### config.mk
export PLATFORM = sky130hd
export DESIGN_NAME = mem_access_unit
export DESIGN_NICKNAME = d
export VERILOG_FILES = /design/src/rtl/mem_access_unit.sv
export SDC_FILE = /design/constraint.sdc
export NUM_CORES = 1
export LEC_CHECK = 0
export ABC_AREA = 1
export CAP_MARGIN = 20
export CORE_UTILIZATION = 41
export DETAILED_ROUTE_END_ITERATION = 6
export PLACE_DENSITY = 0.79
export SYNTH_ARGS = -nofsm -noshare
export SYNTH_HDL_FRONTEND = slang
export SYNTH_SLANG_ARGS = --single-unit
export TNS_END_PERCENT = 50
### constraint.sdc
create_clock -name clk -period 1.5 [get_ports clk]
set_input_delay 0.3 -clock clk [delete_from_list [all_inputs] [get_ports clk]]
set_output_delay 0.3 -clock clk [all_outputs]
set_load 0.005 [all_outputs]
### src/rtl/mem_access_unit.sv
// Memory-stage access unit: lane alignment, byte enables, load extension and
// misalignment checking in front of a req/ack data bus with a timeout.
module mem_access_unit #(
    parameter int TIMEOUT_CYC = 16,
    parameter int CNT_W       = 8
) (
    input  logic        clk,
    input  logic        rst_n,
    input  logic        start,
    input  logic        mem_read,
    input  logic        mem_write,
    input  logic [1:0]  size,
    input  logic        sign_ext,
    input  logic [31:0] addr,
    input  logic [31:0] wdata,
    output logic        busy,
    output logic        done,
    output logic        err,
    output logic [31:0] rdata,
    output logic        bus_req,
    output logic        bus_we,
    output logic [31:0] bus_addr,
    output logic [3:0]  bus_be,
    output logic [31:0] bus_wdata,
    input  logic [31:0] bus_rdata,
    input  logic        bus_ack
);

    localparam logic [1:0] SZ_WORD = 2'b00;
    localparam logic [1:0] SZ_HALF = 2'b01;
    localparam logic [1:0] SZ_BYTE = 2'b10;
    localparam logic [1:0] SZ_ILL  = 2'b11;

    typedef enum logic [1:0] {IDLE, BUS, RESP} state_t;

    typedef struct packed {
        state_t           state;
        logic [CNT_W-1:0] cnt;
        logic             is_read;
        logic             ld_sign;
        logic [1:0]       ld_size;
        logic [1:0]       ld_offset;
        logic             timed_out;
        logic             busy;
        logic             done;
        logic             err;
        logic [31:0]      rdata;
        logic             bus_req;
        logic             bus_we;
        logic [31:0]      bus_addr;
        logic [3:0]       bus_be;
        logic [31:0]      bus_wdata;
    } regs_t;

    regs_t r, r_nxt;

    logic        misaligned;
    logic        illegal;
    logic [3:0]  be_calc;
    logic [31:0] wdata_calc;
    logic [31:0] lane;
    logic [31:0] load_ext;

    assign misaligned = ((size == SZ_HALF) && addr[0]) ||
                        ((size == SZ_WORD) && (addr[1:0] != 2'b00));
    assign illegal    = (size == SZ_ILL) || (mem_read && mem_write) || misaligned;

    always_comb begin
        be_calc    = 4'b1111;
        wdata_calc = wdata;
        case (size)
            SZ_BYTE: begin
                be_calc    = 4'b0001 << addr[1:0];
                wdata_calc = {4{wdata[7:0]}};
            end
            SZ_HALF: begin
                be_calc    = addr[1] ? 4'b1100 : 4'b0011;
                wdata_calc = {2{wdata[15:0]}};
            end
            default: ;
        endcase
    end

    // The addressed lane is shifted down to bit 0 before extension.
    assign lane = bus_rdata >> {r.ld_offset, 3'b000};

    always_comb begin
        case (r.ld_size)
            SZ_BYTE: load_ext = {{24{r.ld_sign & lane[7]}}, lane[7:0]};
            SZ_HALF: load_ext = {{16{r.ld_sign & lane[15]}}, lane[15:0]};
            default: load_ext = lane;
        endcase
    end

    always_comb begin
        // NOTE: start from the held value and clear the pulses so every path assigns every field (no latches).
        r_nxt      = r;
        r_nxt.done = 1'b0;
        r_nxt.err  = 1'b0;
        case (r.state)
            IDLE: begin
                if (start && (mem_read || mem_write)) begin
                    if (illegal) begin
                        r_nxt.done = 1'b1;
                        r_nxt.err  = 1'b1;
                    end else begin
                        r_nxt.state     = BUS;
                        r_nxt.busy      = 1'b1;
                        r_nxt.bus_req   = 1'b1;
                        r_nxt.bus_we    = mem_write;
                        r_nxt.bus_addr  = {addr[31:2], 2'b00};
                        r_nxt.bus_be    = be_calc;
                        r_nxt.bus_wdata = wdata_calc;
                        r_nxt.cnt       = '0;
                        r_nxt.is_read   = mem_read;
                        r_nxt.ld_sign   = sign_ext;
                        r_nxt.ld_size   = size;
                        r_nxt.ld_offset = addr[1:0];
                        r_nxt.timed_out = 1'b0;
                    end
                end
            end
            BUS: begin
                if (bus_ack) begin
                    r_nxt.bus_req = 1'b0;
                    r_nxt.state   = RESP;
                    if (r.is_read) r_nxt.rdata = load_ext;
                end else if (r.cnt == CNT_W'(TIMEOUT_CYC - 1)) begin
                    r_nxt.bus_req   = 1'b0;
                    r_nxt.timed_out = 1'b1;
                    r_nxt.state     = RESP;
                end else begin
                    r_nxt.cnt = r.cnt + CNT_W'(1);
                end
            end
            RESP: begin
                r_nxt.done  = 1'b1;
                r_nxt.err   = r.timed_out;
                r_nxt.busy  = 1'b0;
                r_nxt.state = IDLE;
            end
            default: r_nxt.state = IDLE;
        endcase
    end

    // NOTE: every output is a register, so an asynchronous reset drops bus_req at once.
    always_ff @(posedge clk or negedge rst_n) begin
        if (!rst_n) r <= '0;
        else        r <= r_nxt;
    end

    assign busy      = r.busy;
    assign done      = r.done;
    assign err       = r.err;
    assign rdata     = r.rdata;
    assign bus_req   = r.bus_req;
    assign bus_we    = r.bus_we;
    assign bus_addr  = r.bus_addr;
    assign bus_be    = r.bus_be;
    assign bus_wdata = r.bus_wdata;

endmodule

# Word-level counts from Yosys, hierarchy flattened
# Index checks and enable logic that the tools add are counted.
[totals]
ff_bits = 120
inputBits = 105
output_inout_bits = 105
elab_cells = 78
[classes]
add_sub_neg = 1
eq_ne = 14
shift = 2
muxes = 22
n_bitwise = 3
reduce_logical = 20
[op_table]
columns = ["cell", "n"]
rows = [
  ["$mux W70", 2],
  ["$pmux W32 S2", 2],
  ["$shr A32 B5 Y32", 1],
  ["$mux W20", 1],
  ["$mux W18", 1],
  ["$mux W8", 2],
  ["$pmux W8 S2", 1],
  ["$reduce_and A3 Y1", 4],
  ["$ne A2 B2 Y1 const B", 5],
  ["$reduce_and A5 Y1", 2],
  ["$add A8 B1 Y8 const B", 1],
  ["$eq A2 B2 Y1 const B", 4],
  ["$eq A8 B4 Y1 const B", 1],
  ["$pmux W4 S2", 1],
  ["$eq A2 B1 Y1 const B", 3],
  ["$mux W2", 3],
  ["$pmux W3 S2", 1],
  ["$reduce_bool A2 Y1", 3],
  ["$logic_and A1 B1 Y1", 4],
  ["$logic_not A2 Y1", 2],
  ["$logic_or A1 B1 Y1", 4],
  ["$mux W1", 4],
  ["$mux W4", 1],
  ["$pmux W1 S2", 2],
  ["6 further kinds", 7],
]

# Depth between registers and ports, before layout
[logic_depth]
ltp_word = 7
mapped_depth = 11
mapped_depth_nobuf = 10

# Least setup slack after synthesis
# Ideal clock, no wire load.
[synth_timing]
kind = "input -> register"
from = "in size[0]"
to = "reg r (netlist bit bus_wdata[28])"
setup_time_ns = 0.116
arrival_time_ns = 1.451
required_ns = 1.384
slack_ns = -0.068
cell_stages = 9
path_buffers = 2
path_cell_list = "inv_1 ha_1 clkbuf_1 clkinv_1 clkbuf_1 nand2_1 nand2_1 nand2_1 nand2_1"
[synth_via]
elab_chain_cells = 6
elab_cells_between_ends = 12
cone_classes = "eq/ne (3); mux (1); bitwise (1); reduce/logical (7)"
[synth_lines]
columns = ["element", "line", "source"]
rows = [
  ["start: declaration", "12", "input logic [1:0] size,"],
  ["$eq A2 B1 Y1 / $logic_not A2 Y1 (equally long branches)", "64, 71, 65", ""],
  ["$logic_and A1 B1 Y1 (on tied branches)", "64, 65", ""],
  ["$logic_or A1 B1 Y1", "64", "assign misaligned = ((size == SZ_HALF) && addr[0]) ||"],
  ["$logic_or A1 B1 Y1", "66", "assign illegal = (size == SZ_ILL) || (mem_read && mem_write) || misaligned;"],
  ["$not A1 Y1 (no source line)", "-", ""],
  ["$reduce_and A3 Y1 (no source line)", "-", ""],
  ["end signal: assignment", "149", "else r <= r_nxt;"],
  ["end: declaration", "55", "regs_t r, r_nxt;"],
]
# Several ways; a longest one is shown, not always the timed one.
# A chain may end at the register's enable or synchronous reset.

# Worst setup path after layout
[layout_timing]
from = "reg r[121] (netlist name)"
to = "reg r (netlist bit rdata[26])"
[layout_via]
elab_chain_cells = 2
[layout_lines]
columns = ["element", "line", "source"]
rows = [
  ["$eq A2 B1 Y1", "100", "case (r.state)"],
  ["$reduce_and A3 Y1 (no source line)", "-", ""],
]
# No other way between the ends.

==> out/results.txt <==
The run finished, with violations left. The final reports fail on negative setup slack. The overall overflow remaining after global route came out at 0.

The slowest stage of the critical path belongs to the cell dfrtp_1. The flip-flop and latch count after synthesis is 120, and the total number of nets in the final design is 1205. The tools report the global-route track usage on met1 as 0.267. The ratio of cells with drive above 1 in the final layout works out to 0.222. The most common cell in the synthesized netlist is nand2_1.

Dividing total power by cell area gives a power density of 1430 mW/mm^2. The tools report the core occupancy in the finished layout as 0.642. The finished cells cover 0.0102 mm^2. The via count normalized by instance count works out to 4.89. The first global-routing pass estimated 29000 um of wire. Setup repair after global routing could not meet its margin everywhere.

STA classifies the critical path startpoint as a flop. For this run, the detailed router's first-pass iteration total came to 5. The longest clock path from root to sink contains 2 buffers. Total power for the finished layout comes to 14.6 mW. The run gives 0 as the number of pins exceeding their max-slew limit in the final report. Between clock sinks in the finished design, the worst skew comes to 0.00552 ns. On the worst path, the slowest cell contributes a delay of 0.43 ns. The number of buffers added on ports works out to 207.

Counting I/O delays and the setup requirement, the final critical path takes 1.55 ns. The final worst-path cycle share works out to 1.03. The analysis attributes to cell leakage a power of 5.46 nW. Counting flops with a built-in enable in the synthesized netlist gives 0.

The tools report the total length of routed wires as 20900 um. 210 I/O pins were placed. The tools report the multi-input logic area as 0.00304 mm^2. The run gives -0.679 ns as the setup TNS. The core region is 0.0159 mm^2. Cell area reported after detailed placement: 0.00875 mm^2.

After synthesis, the cell types taking the most area are dfrtp_1 (45%), nand2_1 (22%), buf_4 (11%), nand3_1 (4.4%), inv_1 (3.0%). The run gives -0.0485 ns as the post-route worst setup slack. The detailed router finished its first iteration with 433 violations. Clock-pin slew was measured on the worst setup and hold paths at 0.06 ns. The number of endpoints failing setup at the final stage was 38; the maximum ir drop on the vdd rail was 0.000914 V.

Cell family contributing the most delay on the critical path: simple AND/OR/NAND/NOR gates. The post-synthesis async set-or-reset flop share works out to 1.00. The area growth from synthesis to layout is 51.8%. The starting utilization of the core area is 0.423.

For the number of global-route vias before repair, the log shows 5934. The congestion estimate from routability-driven global placement came to 0.884. The number of antenna violations at the first check in global routing is 1. After floorplanning, the core was divided into 46 placement rows. Achievable clock frequency: 0.646 GHz. The H-tree was split into 4 levels.

The antenna violation net count after detailed routing came out at 0. Together, buffers and inverters on the worst path number 4. The tools report the data required time at the worst endpoint as 1.81 ns.

The tools report the nature of the critical path endpoint as a flop. For this run, design rule violations remaining after detail routing come to 0. The run gives 0.00674 mm^2 as the synthesized cell area. The critical path is of the reg2reg type.

The per-instance average area after synthesis is 7.39 um^2. The tools report the number of violations of the max-capacitance limit as 0. The vertical die dimension was 130 um; the number of library cell types mapped by synthesis was 31. The largest driver fanout on the critical path works out to 8. The run gives 912 as the synthesized instance count. The clock latency of the later-clocked register in the worst-skew pair was 0.42 ns. TritonCTS built the clock tree.

Summing all flip-flop and latch instances after layout gives 0.00300 mm^2. The die covers 0.0170 mm^2. The post-detailed-route wirelength per cell is 15.8 um, and the number of hold violations in the final report is 0. The fraction of synthesized cell area taken by the top area cell type was 0.446; the met2 track demand over resource in global routing was 0.369. For this run, the leading register cell type out of synthesis is dfrtp_1. Fill cell instance count of the final layout: 1311.

Entering global routing, the biggest net connects 46 pins. The fraction of met3 tracks used by global routing was 0.0718. The critical path goes through inv_2 -> nand2_4 -> nor2_4 -> buf_12 -> clkinvlp_4 -> nor2_1 -> nand3_1 -> nand2_1 -> inv_1. STA puts the critical path data arrival time at 1.86 ns. For this design, the sink count on the clock tree is 120.

For the total routing usage reported by global routing, the log shows 0.224. The CTS root buffer was clkbuf_16. The HPWL reported at the end of detailed placement was 13400 um. Summed over all instances, the cell type with the most area after synthesis is dfrtp_1. Buffers inserted during clock tree synthesis total 17. The layer flagged by global routing as most heavily used is met2. The floorplan step set the die width to 130 um. The tools report the sequential element share of the synthesized area as 0.446. Worst min-delay path class: in2reg. The logs give 0 for the number of synthesis warnings and -0.575 ns for the post-place setup slack.

Ranked by instance count, the synthesized netlist is headed by nand2_1 (393), dfrtp_1 (120), buf_4 (102), nand3_1 (59), inv_1 (54). The final route contains 6466 vias.
## cell usage in the layout, fill, tap and decap left out, types with 3 or more instances in the layout
master,n
nand2_1,334
dfrtp_1,120
dlygate4sd2_1,103
clkdlybuf4s50_1,99
nand3_1,54
buf_4,52
inv_1,47
nand2_2,38
nor2_1,30
clkbuf_16,27
o21ai_0,26
nand2_4,22
or2_2,16
a21oi_1,16
buf_12,15
a21oi_2,13
buf_6,9
o211ai_1,7
inv_2,6
nor2_2,6
clkinvlp_4,6
nor2_4,4
nand3_2,4
clkinv_2,4
o31ai_1,4
dlymetal6s2s_1,4
xor2_1,3
ha_4,3
inv_6,3
clkinv_4,3
## final timing paths
check	to	slack [ns]	depth (start not counted)	from
min	bus_we	0.27	2	mem_read
max reg2reg	rdata[26]	-0.05	9	r[121]
max	rdata[26]	-0.05	9	r[121]
min reg2reg	busy	0.47	2	busy
min in group asynchronous	rdata[10]	0.33	2	rst_n
max in group asynchronous	rdata[24]	0.59	3	rst_n
## area by class of cell
cell class | instances | share of cell area
clock buffers | 18 | 0.0420
multi-input cells | 598 | 0.297
repair buffers | 296 | 0.298
inverters | 57 | 0.0242
diodes | 1 | 0.000245
clock inverters | 14 | 0.0147
well taps | 216 | 0.0264
repair inverters | 3 | 0.00306
flip-flops and latches | 120 | 0.294
## layer usage
metal	wire length (um)	up-vias
li1	-	3090
met1	8020	3023
met2	10300	312
met3	1930	41
met4	651	0
met5	0	-
## kinds of logic (layout without fill, tap and decap cells)
| group | count (synthesis) | after routing | share of synthesized area |
|---|---|---|---|
| other cells | 1 | 3 | 0.000556 |
| simple gates | 514 | 514 | 0.308 |
| xor+xnor | 4 | 4 | 0.00520 |
| buf+inv | 195 | 388 | 0.170 |
| fa+ha+maj | 7 | 7 | 0.0130 |
| compound gates | 71 | 71 | 0.0576 |
| flops | 120 | 120 | 0.446 |
## registers in the layout (all words and copies together), names as in the netlist
name,cells
bus_addr,30
bus_be,4
bus_req,1
bus_wdata,32
bus_we,1
busy,1
done,1
err,1
r,17
rdata,32
## power by group
part / internal (mW) / switching, mW
clock network: 2.45 / 1.56
registers: 4.33 / 0.668
logic: 2.84 / 2.74
## per-stage QoR
step	hold slack, ns	cells
2_1_floorplan	0.00441	913
5_1_grt	0.270	1323
4_1_cts	0.327	1296
3_3_place_gp	0.215	1259
3_5_place_dp	0.215	1259
6_report	0.268	1323
## repair_timing
action / CTS / global route
pin swaps: 0 / 37
hold endpoints to repair: 17 / 0
gates cloned: 1 / 15
buffers inserted: 3 / 11
setup endpoints to repair: 205 / 116
hold buffers: 1 / 0
resized for setup: 121 / 146
Power figures use the tool's default switching activity.
==> RTL edit, RTL diff (config.mk and constraints unchanged) <==
`CNT_W`: 8 -> 12.
--- a/src/rtl/mem_access_unit.sv
+++ b/src/rtl/mem_access_unit.sv
@@ -2,7 +2,7 @@
 // misalignment checking in front of a req/ack data bus with a timeout.
 module mem_access_unit #(
     parameter int TIMEOUT_CYC = 16,
-    parameter int CNT_W       = 8
+    parameter int CNT_W       = 12
 ) (
     input  logic        clk,
     input  logic        rst_n,
Function: no difference found for any inputs over 4 cycles, from zero or initial values and one cycle with rst_n low; that may be too few to reach the edited logic, so the function may still have changed.
==> RTL edit against the unedited design <==
Combinational power is 3% higher; synthesized area is 5.0% higher; worst setup slack better by 100 ps; count of clock-buffer cells in the layout is 3 higher; sequential share of layout area is 2.3 points higher; total power is 6.9% higher; sequential cell count is 4 higher; via count is 1.9% lower; design area is 4.2% lower; routed wire length is 6.7% lower; non-clock buffer count is 18 lower; highest routed layer unchanged.
==> RTL edit: results (changes against the unedited design) <==
stage	metric	value	unit	change
synth	sequential share of the synthesized area	43.9	%	-0.69 points
grt	first-pass GRT wire length	30.8	mm	+6.4%
finish	# fillers	1512		+15%
place	dpl hpwl	14.1	mm	+4.8%
synth	Syn Std Cell Area	7070	um2	+5.0%
worst_setup_path	R2R cell count	8		-1
synth	top cells by area, synth	dfrtp_1, nand2_1, buf_4		
route	met3 WL	1.77	mm	-8.1%
finish	clkbuf count	21		+3
finish	area taken by multi-input logic gates	2890	um2	-5.1%
grt	vias in the first global route	6143		+3.5%
run_status	status	finished, final reports clean		
pwr	leakage	5.01	nW	-8.4%
finish	ClkCell Share	6.73	%	+1.1 points
grt	met3 usage	6.43	%	-0.74 points
route	vias per inst	4.86		-0.53%
grt	initial antenna violation count	0		-1
pwr	combinational power	5.75	mW	+3%
pwr	power per cell area	1590	nW/um2	+12%
synth	Adder-Cell Fraction of Synth Area	1.24	%	-0.061 points
finish	Area Growth Syn to Fin	38.6	%	
worst_setup_path	CP delay by family, top	flip-flops		
finish	fraction of area in registers	31.7	%	+2.3 points
place	worst slack at placement	-615	ps	-40.7 ps
finish	nets@finish	1184		-1.7%
## RTL edit: cell count changes after synthesis, moves of 4 or more
cell	change
nand2_1	-86
a21oi_1	+23
o21ai_2	+22
nor2_1	+18
o21ai_1	+14
buf_6	+10
clkbuf_1	-9
dfrtp_1	+4
## RTL edit: worst min-delay path by stage
stage	start	to	slack, ps	cells after the start
4_1_cts	addr[29]	bus_addr[29]$_DFFE_PN0P_	400	3
2_1_floorplan	rst_n	bus_addr[10]$_DFFE_PN0P_	4	0
5_1_grt	mem_write	bus_we$_DFFE_PN0P_	240	3
6_report	mem_write	bus_we$_DFFE_PN0P_	230	3
3_5_place_dp	rst_n	rdata[6]$_DFFE_PN0P_	360	2
3_3_place_gp	rst_n	rdata[6]$_DFFE_PN0P_	360	2
